<file path="src/rtl/sram_ring_buffer_if.sv">
`default_nettype none
// ============================================================================
// Module   : sram_ring_buffer_if
// Purpose  : Bundles the three handshake channels of sram_ring_buffer:
//            input sample stream, output sample stream and the request /
//            return channel towards sram_arbiter (user channel 0).
// Ports    : (interface signals)
//   s_data/s_valid/s_ready        input stream, ready/valid
//   m_data/m_valid/m_ready        output stream, ready/valid
//   arb_addr/arb_data_wr/arb_we   request payload to the arbiter
//   arb_en/arb_busy               request handshake (accepted on en & !busy)
//   arb_data_rd/arb_valid         in-order read return from the arbiter
// Modports : master = ring buffer side, slave = environment side
// Revision : 1.0 - initial release
// ============================================================================
interface sram_ring_buffer_if #(
  parameter int aw = 19,
  parameter int dw = 8
);
  logic [dw-1:0] s_data;
  logic          s_valid;
  logic          s_ready;
  logic [dw-1:0] m_data;
  logic          m_valid;
  logic          m_ready;
  logic [aw-1:0] arb_addr;
  logic [dw-1:0] arb_data_wr;
  logic [dw-1:0] arb_data_rd;
  logic          arb_en;
  logic          arb_busy;
  logic          arb_we;
  logic          arb_valid;

  modport master (
    input  s_data, s_valid, m_ready, arb_data_rd, arb_busy, arb_valid,
    output s_ready, m_data, m_valid, arb_addr, arb_data_wr, arb_en, arb_we
  );

  modport slave (
    output s_data, s_valid, m_ready, arb_data_rd, arb_busy, arb_valid,
    input  s_ready, m_data, m_valid, arb_addr, arb_data_wr, arb_en, arb_we
  );
endinterface
`default_nettype wire

</file>
<file path="src/rtl/sram_ring_buffer.sv">
`default_nettype none
// ============================================================================
// Module   : sram_ring_buffer
// Purpose  : Stream FIFO that uses an external SRAM (behind sram_arbiter) as a
//            2**aw word circular buffer, with a small first-word-fall-through
//            output FIFO refilled by in-order SRAM reads.
// Ports    :
//   clk    in   clock
//   rst    in   asynchronous active-low reset
//   en     in   gates new arbiter requests (in-flight work still completes)
//   bus    if   sram_ring_buffer_if.master: input/output streams + arbiter
//   level  out  words committed to SRAM and not yet read-requested (aw+1 b)
//   err    out  sticky: read return seen with no read outstanding
// Revision : 1.0 - initial release
// ============================================================================
module sram_ring_buffer #(
  parameter int aw        = 19,
  parameter int dw        = 8,
  parameter int out_depth = 4
) (
  input  logic                 clk,
  input  logic                 rst,
  input  logic                 en,
  sram_ring_buffer_if.master   bus,
  output logic [aw:0]          level,
  output logic                 err
);

  localparam int pw = $clog2(out_depth);   // output FIFO index width
  localparam int cw = pw + 1;              // counts 0..out_depth
  localparam logic [cw:0] depth_lim = (cw+1)'(out_depth);

  localparam logic [1:0] IDLE = 2'd0;
  localparam logic [1:0] WR   = 2'd1;
  localparam logic [1:0] RD   = 2'd2;

  logic [1:0]    state;
  logic          in_full;
  logic [dw-1:0] in_data;
  logic [aw-1:0] wr_ptr;
  logic [aw-1:0] rd_ptr;
  logic [cw-1:0] outstanding;
  logic [cw-1:0] out_count;
  logic [dw-1:0] out_mem [out_depth];
  logic [pw-1:0] out_head;
  logic [pw-1:0] out_tail;
  logic          last_grant_rd;

  logic          accept;
  logic          wr_acc;
  logic          rd_acc;
  logic          load;
  logic          ret_ok;
  logic          pop;
  logic [cw:0]   credit_used;
  logic          wr_elig;
  logic          rd_elig;
  logic          grant_rd;

  assign accept   = bus.arb_en & ~bus.arb_busy;
  assign wr_acc   = accept & (state == WR);
  assign rd_acc   = accept & (state == RD);
  assign load     = bus.s_valid & ~in_full;
  assign ret_ok   = bus.arb_valid & (outstanding != '0);
  assign pop      = (out_count != '0) & bus.m_ready;

  // Reads in flight plus words already buffered must fit in the output FIFO,
  // so a read is only issued when a slot is guaranteed for its return.
  assign credit_used = {1'b0, outstanding} + {1'b0, out_count};
  assign wr_elig     = en & in_full & ~level[aw];
  assign rd_elig     = en & (level != '0) & (credit_used < depth_lim);
  // Round-robin on contention; otherwise whichever side is eligible.
  assign grant_rd    = rd_elig & (~wr_elig | ~last_grant_rd);

  assign bus.s_ready = ~in_full;
  assign bus.m_valid = (out_count != '0);
  assign bus.m_data  = out_mem[out_head];

  // Request FSM and buffer bookkeeping
  always_ff @(posedge clk or negedge rst) begin
    if (!rst) begin
      state           <= IDLE;
      bus.arb_en      <= 1'b0;
      bus.arb_we      <= 1'b0;
      bus.arb_addr    <= '0;
      bus.arb_data_wr <= '0;
      last_grant_rd   <= 1'b1;     // so the first contention goes to the write
      wr_ptr          <= '0;
      rd_ptr          <= '0;
      level           <= '0;
      in_full         <= 1'b0;
      in_data         <= '0;
      outstanding     <= '0;
      err             <= 1'b0;
    end else begin
      case (state)
        IDLE: begin
          if (wr_elig | rd_elig) begin
            bus.arb_en <= 1'b1;
            if (grant_rd) begin
              state         <= RD;
              bus.arb_we    <= 1'b0;
              bus.arb_addr  <= rd_ptr;
              last_grant_rd <= 1'b1;
            end else begin
              state           <= WR;
              bus.arb_we      <= 1'b1;
              bus.arb_addr    <= wr_ptr;
              bus.arb_data_wr <= in_data;
              last_grant_rd   <= 1'b0;
            end
          end
        end
        WR: begin
          if (accept) begin
            state      <= IDLE;
            bus.arb_en <= 1'b0;
            bus.arb_we <= 1'b0;
            wr_ptr     <= wr_ptr + 1'b1;
          end
        end
        RD: begin
          if (accept) begin
            state      <= IDLE;
            bus.arb_en <= 1'b0;
            rd_ptr     <= rd_ptr + 1'b1;
          end
        end
        default: begin
          state      <= IDLE;
          bus.arb_en <= 1'b0;
          bus.arb_we <= 1'b0;
        end
      endcase

      // Write and read acceptances never coincide (one request at a time).
      if (wr_acc)
        level <= level + 1'b1;
      else if (rd_acc)
        level <= level - 1'b1;

      if (load) begin
        in_full <= 1'b1;
        in_data <= bus.s_data;
      end else if (wr_acc) begin
        in_full <= 1'b0;
      end

      case ({rd_acc, ret_ok})
        2'b10:   outstanding <= outstanding + 1'b1;
        2'b01:   outstanding <= outstanding - 1'b1;
        default: outstanding <= outstanding;
      endcase

      if (bus.arb_valid && (outstanding == '0))
        err <= 1'b1;
    end
  end

  // Output FIFO
  always_ff @(posedge clk or negedge rst) begin
    if (!rst) begin
      out_count <= '0;
      out_head  <= '0;
      out_tail  <= '0;
      for (int i = 0; i < out_depth; i++)
        out_mem[i] <= '0;
    end else begin
      if (ret_ok) begin
        out_mem[out_tail] <= bus.arb_data_rd;
        out_tail          <= out_tail + 1'b1;
      end
      if (pop)
        out_head <= out_head + 1'b1;
      case ({ret_ok, pop})
        2'b10:   out_count <= out_count + 1'b1;
        2'b01:   out_count <= out_count - 1'b1;
        default: out_count <= out_count;
      endcase
    end
  end

endmodule
`default_nettype wire

</file>
<file path="src/flat_wrapper.sv">
// flat-port wrapper written by rule: the top's interface ports become plain ports
module sram_ring_buffer_flat 
#(
  parameter int aw        = 19,
  parameter int dw        = 8,
  parameter int out_depth = 4
)
  (clk, rst, en, level, err, bus_s_data, bus_s_valid, bus_m_ready, bus_arb_data_rd, bus_arb_busy, bus_arb_valid, bus_s_ready, bus_m_data, bus_m_valid, bus_arb_addr, bus_arb_data_wr, bus_arb_en, bus_arb_we);
  sram_ring_buffer_if #(.aw(aw), .dw(dw)) bus_i ();
  input  logic clk;
  input  logic rst;
  input  logic en;
  output logic [aw:0] level;
  output logic err;
  input wire logic [$bits(bus_i.s_data)-1:0] bus_s_data;
  input wire logic [$bits(bus_i.s_valid)-1:0] bus_s_valid;
  input wire logic [$bits(bus_i.m_ready)-1:0] bus_m_ready;
  input wire logic [$bits(bus_i.arb_data_rd)-1:0] bus_arb_data_rd;
  input wire logic [$bits(bus_i.arb_busy)-1:0] bus_arb_busy;
  input wire logic [$bits(bus_i.arb_valid)-1:0] bus_arb_valid;
  output wire logic [$bits(bus_i.s_ready)-1:0] bus_s_ready;
  output wire logic [$bits(bus_i.m_data)-1:0] bus_m_data;
  output wire logic [$bits(bus_i.m_valid)-1:0] bus_m_valid;
  output wire logic [$bits(bus_i.arb_addr)-1:0] bus_arb_addr;
  output wire logic [$bits(bus_i.arb_data_wr)-1:0] bus_arb_data_wr;
  output wire logic [$bits(bus_i.arb_en)-1:0] bus_arb_en;
  output wire logic [$bits(bus_i.arb_we)-1:0] bus_arb_we;
  assign bus_i.s_data = bus_s_data;
  assign bus_i.s_valid = bus_s_valid;
  assign bus_i.m_ready = bus_m_ready;
  assign bus_i.arb_data_rd = bus_arb_data_rd;
  assign bus_i.arb_busy = bus_arb_busy;
  assign bus_i.arb_valid = bus_arb_valid;
  assign bus_s_ready = bus_i.s_ready;
  assign bus_m_data = bus_i.m_data;
  assign bus_m_valid = bus_i.m_valid;
  assign bus_arb_addr = bus_i.arb_addr;
  assign bus_arb_data_wr = bus_i.arb_data_wr;
  assign bus_arb_en = bus_i.arb_en;
  assign bus_arb_we = bus_i.arb_we;
  sram_ring_buffer #(.aw(aw), .dw(dw), .out_depth(out_depth)) u_core (.clk(clk), .rst(rst), .en(en), .bus(bus_i), .level(level), .err(err));
endmodule
</file>
<file path="config.mk">
export PLATFORM = sky130hd
export DESIGN_NAME = sram_ring_buffer_flat
export DESIGN_NICKNAME = d
export VERILOG_FILES = /design/src/rtl/sram_ring_buffer_if.sv /design/src/rtl/sram_ring_buffer.sv /design/src/flat_wrapper.sv
export SDC_FILE = /design/constraint.sdc
export NUM_CORES = 1
export LEC_CHECK = 0
export CORE_MARGIN = 2
export CORE_UTILIZATION = 37
export CTS_CLUSTER_DIAMETER = 40
export DETAILED_ROUTE_END_ITERATION = 12
export MAX_ROUTING_LAYER = met4
export PLACE_DENSITY_LB_ADDON = 0.1
export SYNTH_ARGS = -nofsm -noshare
export SYNTH_HDL_FRONTEND = slang
export SYNTH_SLANG_ARGS = --single-unit
</file>
<file path="constraint.sdc">
create_clock -name clk -period 3.4 [get_ports clk]
set_input_delay 0.68 -clock clk [delete_from_list [all_inputs] [get_ports clk]]
set_output_delay 0.68 -clock clk [all_outputs]
set_load 0.01 [all_outputs]
</file>
======== After elaboration in Yosys (flattened, before gate mapping) ========
Index checks and enable logic that the tools add are counted.
storage, ports and cells
  bits in registers ....................... 142
  input port bits ......................... 23
  output and inout port bits .............. 60
  logic and storage cells ................. 108
operators by class
  add/subtract/negate cells ............... 11
  $lt $le $gt $ge ......................... 4
  equality and inequality tests ........... 9
  muxes and demuxes ....................... 24
  bitwise gates (word level) .............. 22
  reductions and logical operators ........ 18
operators by type and width
  kind                     number
  $mux W20                 2
  $add A19 B1 Y19 const B  2
  $bwmux W32               1
  $mux W8                  3
  $add A20 B1 Y20 const B  1
  $reduce_bool A20 Y1      1
  $sub A20 B1 Y20 const B  1
  $mux W19                 1
  $bmux W8 S2              1
  $demux W8 S2             1
  $pmux W3 S2              2
  $and A1 B1 Y1            11
  $reduce_and A2 Y1        4
  $reduce_bool A2 Y1       4
  $mux W1                  7
  $not A1 Y1               7
  $add A3 B1 Y3 const B    2
  $eq A2 B1 Y1 const B     3
  $eq A2 B2 Y1 const B     3
  $ge A3 B3 Y1 const B     2
  $mux W2                  3
  $ne A2 B1 Y1 const B     3
  $not A2 Y3               2
  $reduce_and A3 Y1        2
  14 further kinds         19

======== Logic depth before layout (Yosys ltp) ========
  depth in word-level cells ............... 8
  mapped depth ............................ 14
  gate-level depth less buffers ........... 12

======== Least setup slack after synthesis ========
OpenSTA, ideal clock, no wires.
  path kind ............................... input to register
  start point ............................. input bus_arb_busy
  end point ............................... register u_core.level[19]
  library setup time ...................... 80 ps
  arrival ................................. 3151 ps
  required time ........................... 3320 ps
  slack ................................... 169 ps
  cell stages on the path ................. 11
  path buffers ............................ 1
  path through ............................ and3b_1 -> buf_2 -> inv_1 -> ha_1 -> a21o_1 -> a31oi_1 -> a21oi_1 -> or3b_4 -> a41oi_1 -> mux2i_1 -> xnor2_1
on the way
  longest elaborated chain between the ends .. 4
  elaborated cells on any way between the ends .. 6
  classes of those cells .................. 1 x mux; 4 x bitwise; 1 x reduce/logical
RTL lines
  element                                                line                                            RTL
  from (decl)                                            flat_wrapper.sv:19                              input wire logic [$bits(bus_i.arb_busy)-1:0] bus_arb_busy;
  $not A1 Y1 *                                           sram_ring_buffer.sv:60                          assign accept = bus.arb_en & ~bus.arb_busy;
  $and A1 B1 Y1 *                                        sram_ring_buffer.sv:60
  $and A1 B1 Y1, on equally long branches                sram_ring_buffer.sv:61, sram_ring_buffer.sv:62
  $mux W20 / $reduce_bool A2 Y1 (equally long branches)  --
  to (signal assigned)                                   sram_ring_buffer.sv:138                         level <= level + 1'b1;
  to (signal assigned)                                   sram_ring_buffer.sv:140                         level <= level - 1'b1;
  to (decl)                                              sram_ring_buffer.sv:25                          output logic [aw:0] level,
Every way passes the cells marked *; elsewhere a longest branch is shown, timed or not.
A chain may end at the register's enable or synchronous reset.

======== Final worst setup path ========
Ends and elaborated chain as after synthesis.

==> results.md <==
- Outcome: completed
- FF+latch area: 0.00355 mm2
- Critical path arrival: 3.40 ns
- Cell with the most instances after synthesis: dfrtp_1
- Initial antenna violation count: 0
- Worst setup path endpoint: u_core.level[19]
- Pin count of the biggest net entering global routing: 76
- Crit path launch: bus_arb_busy
- CTS buffer count: 17
- Worst R2R Setup Slack: 0.45 ns
- Worst-margin pin slew: 0.740 ns
- Die H: between 100 and 150 um
- Fin crit period: 3.07 ns
- Syn nets: 659
- Fmax: around 330 MHz
- Initial Utilization: 37.6%
- Max-cap violations: 0
- Worst Path Max Fanout: 10
- Final Cycle Share: 90.2%
- Routed WL: about 16 mm
- Gr ovfl total: 0
- Hold WC Path Type: in -> async
- Post_cts resized: 0
- RR Startpoint: u_core.state[1]
- Synth top area share: 50.6%
- Post-synth top cells: 141 x dfrtp_1, 51 x nand2_1, 49 x mux2_2
- CTS root buffer: clkbuf_16
- CTS tree: done
- Number of flops mapped to enable cells by yosys: 0
- WL per Instance: 16.2 um
- Drt first pass iters: 7
- CTS H-tree depth: 4
- Setup bufs post-CTS: 0
- Total GRT Usage: 17.1%
- IO Pins: 83
- Dominant cells by area after synthesis: dfrtp_1 51%, mux2_2 7.9%, ha_1 5.7%, xnor2_1 5.0%, nand2_1 2.7%
- Area leader, netlist: dfrtp_1
- Number of fill cells: between 1,500 and 2,000
- Detailed-route via count: 5,023
- Worst-path clk slew: 0.06 ns
- Vias per cell: 5.17
- PnR worst setup slack: 0.335 ns
- Share of layout cells above drive strength 1: approximately a fifth
- CTS Buffer Depth: 2
- Synthesized area: around 0.007 mm2
- # setup viols final: 0
- Setup CP Type: in -> reg
- Cells after synthesis: 601
- Critical R2R Capture: u_core.level[19]
- Sequential fraction of the synthesis area: between 50% and 60%
- Sink Count: 142
- NumNets Final: 784
- Vias in the first global route: just over 5,000
- Post-DP HPWL: 10.9 mm
- Critical Path End Type: flip-flop
- Worst slew margin: 50.6%
- Asr flop ratio synth: between 90% and 100%
- Leak Pwr: 0.00410 uW
- Yosys cell types: 56
- Skew-Pair Late Insertion Delay: 0.42 ns
- Die W: approximately 140 um
- CORE AREA: 0.0186 mm2
- Area of the multi-input gates: 0.00321 mm2
- DRC errors left: 0
- Worst R2R Path Depth: 12
- Global-route wire length before repair: 26.2 mm
- Synth Flop Type: dfrtp_1
- Area added between synthesis and finish: 27.8%
- Final GP Congestion: 0.857
- RSZ-0062 raised after global routing: false
- Slew Viols, Final: 0
- WP data required: 3.74 ns
- Initial DRC count: 390
- Row count: 50
- Syn_area_per_cell: approximately 12 um2
- Fin. Hold Viols: 0
- CP Launch Type: input port
- Hold bufs inserted after CTS: 0
- Final core utilization: 48.0%
- Peak VDD IR: 0.481 mV
- Die area: 0.0200 mm2
- Post-Place Setup Slack: -0.190 ns
- Yosys warns: 0
- WHS: 0.288 ns
- ANT cells: 0
- Clock skew: 0.00889 ns
- Port buffer count: 82
- Post-synthesis sequential element count: 142
- Post-route ant nets: 0
- Pwr Density: between 900 and 1000 mW/mm2
==> critical path, stage by stage <==
cell and delay [ns]:
clkdlybuf4s50_1 0.50, and3b_1 0.22, inv_2 0.17, ha_1 0.28, a21o_1 0.18, a31oi_1 0.19, a21oi_1 0.11, or3b_4 0.41
a41oi_1 0.27, mux2i_1 0.25, xnor2_1 0.13
==> per-layer routing <==
layer | track usage (%) | routed length, um | up-vias | share of wire, %
met3 | 3.48 | 608 | 8 | 3.9
li1 | - | - | 2405 | -
met1 | 22.4 | 7290 | 2490 | 46
met5 | - | 0 | - | 0
met2 | 27.1 | 7670 | 120 | 49
met4 | 5.16 | 122 | 0 | 0.78
==> logic make-up after synthesis <==
family,after synthesis,share of synthesized area [%]
DFF,142,50.9
xor gates and xnor gates,61,7.66
muxes,61,11.1
buffers and inverters,53,3.19
and+or+nand+nor,152,11.0
adders and majority gates,35,6.60
AOI/OAI and AO/OA,97,9.52
==> worst min-delay path by stage <==
stage,from,to,slack [ns],depth (start not counted)
floorplan,rst,u_core.bus.arb_addr[0],0.38,0
finish,rst,u_core.out_mem[19],0.29,1
detailed placement,u_core.err,u_core.err,0.46,1
global route,rst,u_core.out_mem[19],0.36,1
global placement,u_core.err,u_core.err,0.46,1
CTS,rst,u_core.out_mem[19],0.32,1
==> stage by stage <==
stage                     instance area (um2)  instances  power (uW)  TNS, ns
final                                    8920        971        8530        0
after detailed placement                 8340        941        6720   -0.839
after global placement                   8340        941        6650   -0.642
after CTS                                8920        971        8640        0
after floorplan                          6980        601        5080        0
after global routing                     8920        971        9180        0
==> where the power goes <==
group	internal, uW	switching [uW]	total, uW
clock	1130	710	1850
combinational	2150	1790	3950
sequential	2260	477	2730
total	5540	2980	8530
==> placed cells by master (no fill, tap or decap), types with 17 or more instances in the layout <==
master and count:
dfrtp_1 141, nor2_1 22, o21ai_0 18, nand2_1 51
clkdlybuf4s50_1 81, xnor2_1 40, a222oi_1 19, a21oi_1 28
xor2_1 21, buf_4 41, ha_1 32, clkbuf_16 17
inv_1 34, nand3_1 23, mux2_2 49
==> registers in the layout, summed over array words and instances, names as in the netlist, 2 cells and up <==
| name | cells |
|---|---|
| u_core.out_mem | 32 |
| u_core.in_data | 8 |
| u_core.state | 2 |
| u_core.out_head | 2 |
| u_core.rd_ptr | 19 |
| u_core.bus.arb_addr | 19 |
| u_core.out_tail | 2 |
| u_core.wr_ptr | 19 |
| u_core.outstanding | 3 |
| u_core.out_count | 3 |
| u_core.bus.arb_data_wr | 8 |
| u_core.level | 20 |
==> cell type report <==
cell class                 instances  share of cell area (%)
clock inverter                     8                    1.22
multi-input combinational        406                    36.0
clock buffer                      22                    5.32
sequential                       142                    39.9
inverter                          35                    1.47
tap                              234                    3.28
timing repair buffer             124                    12.9
Note: power is estimated with default switching activity, not from simulation.
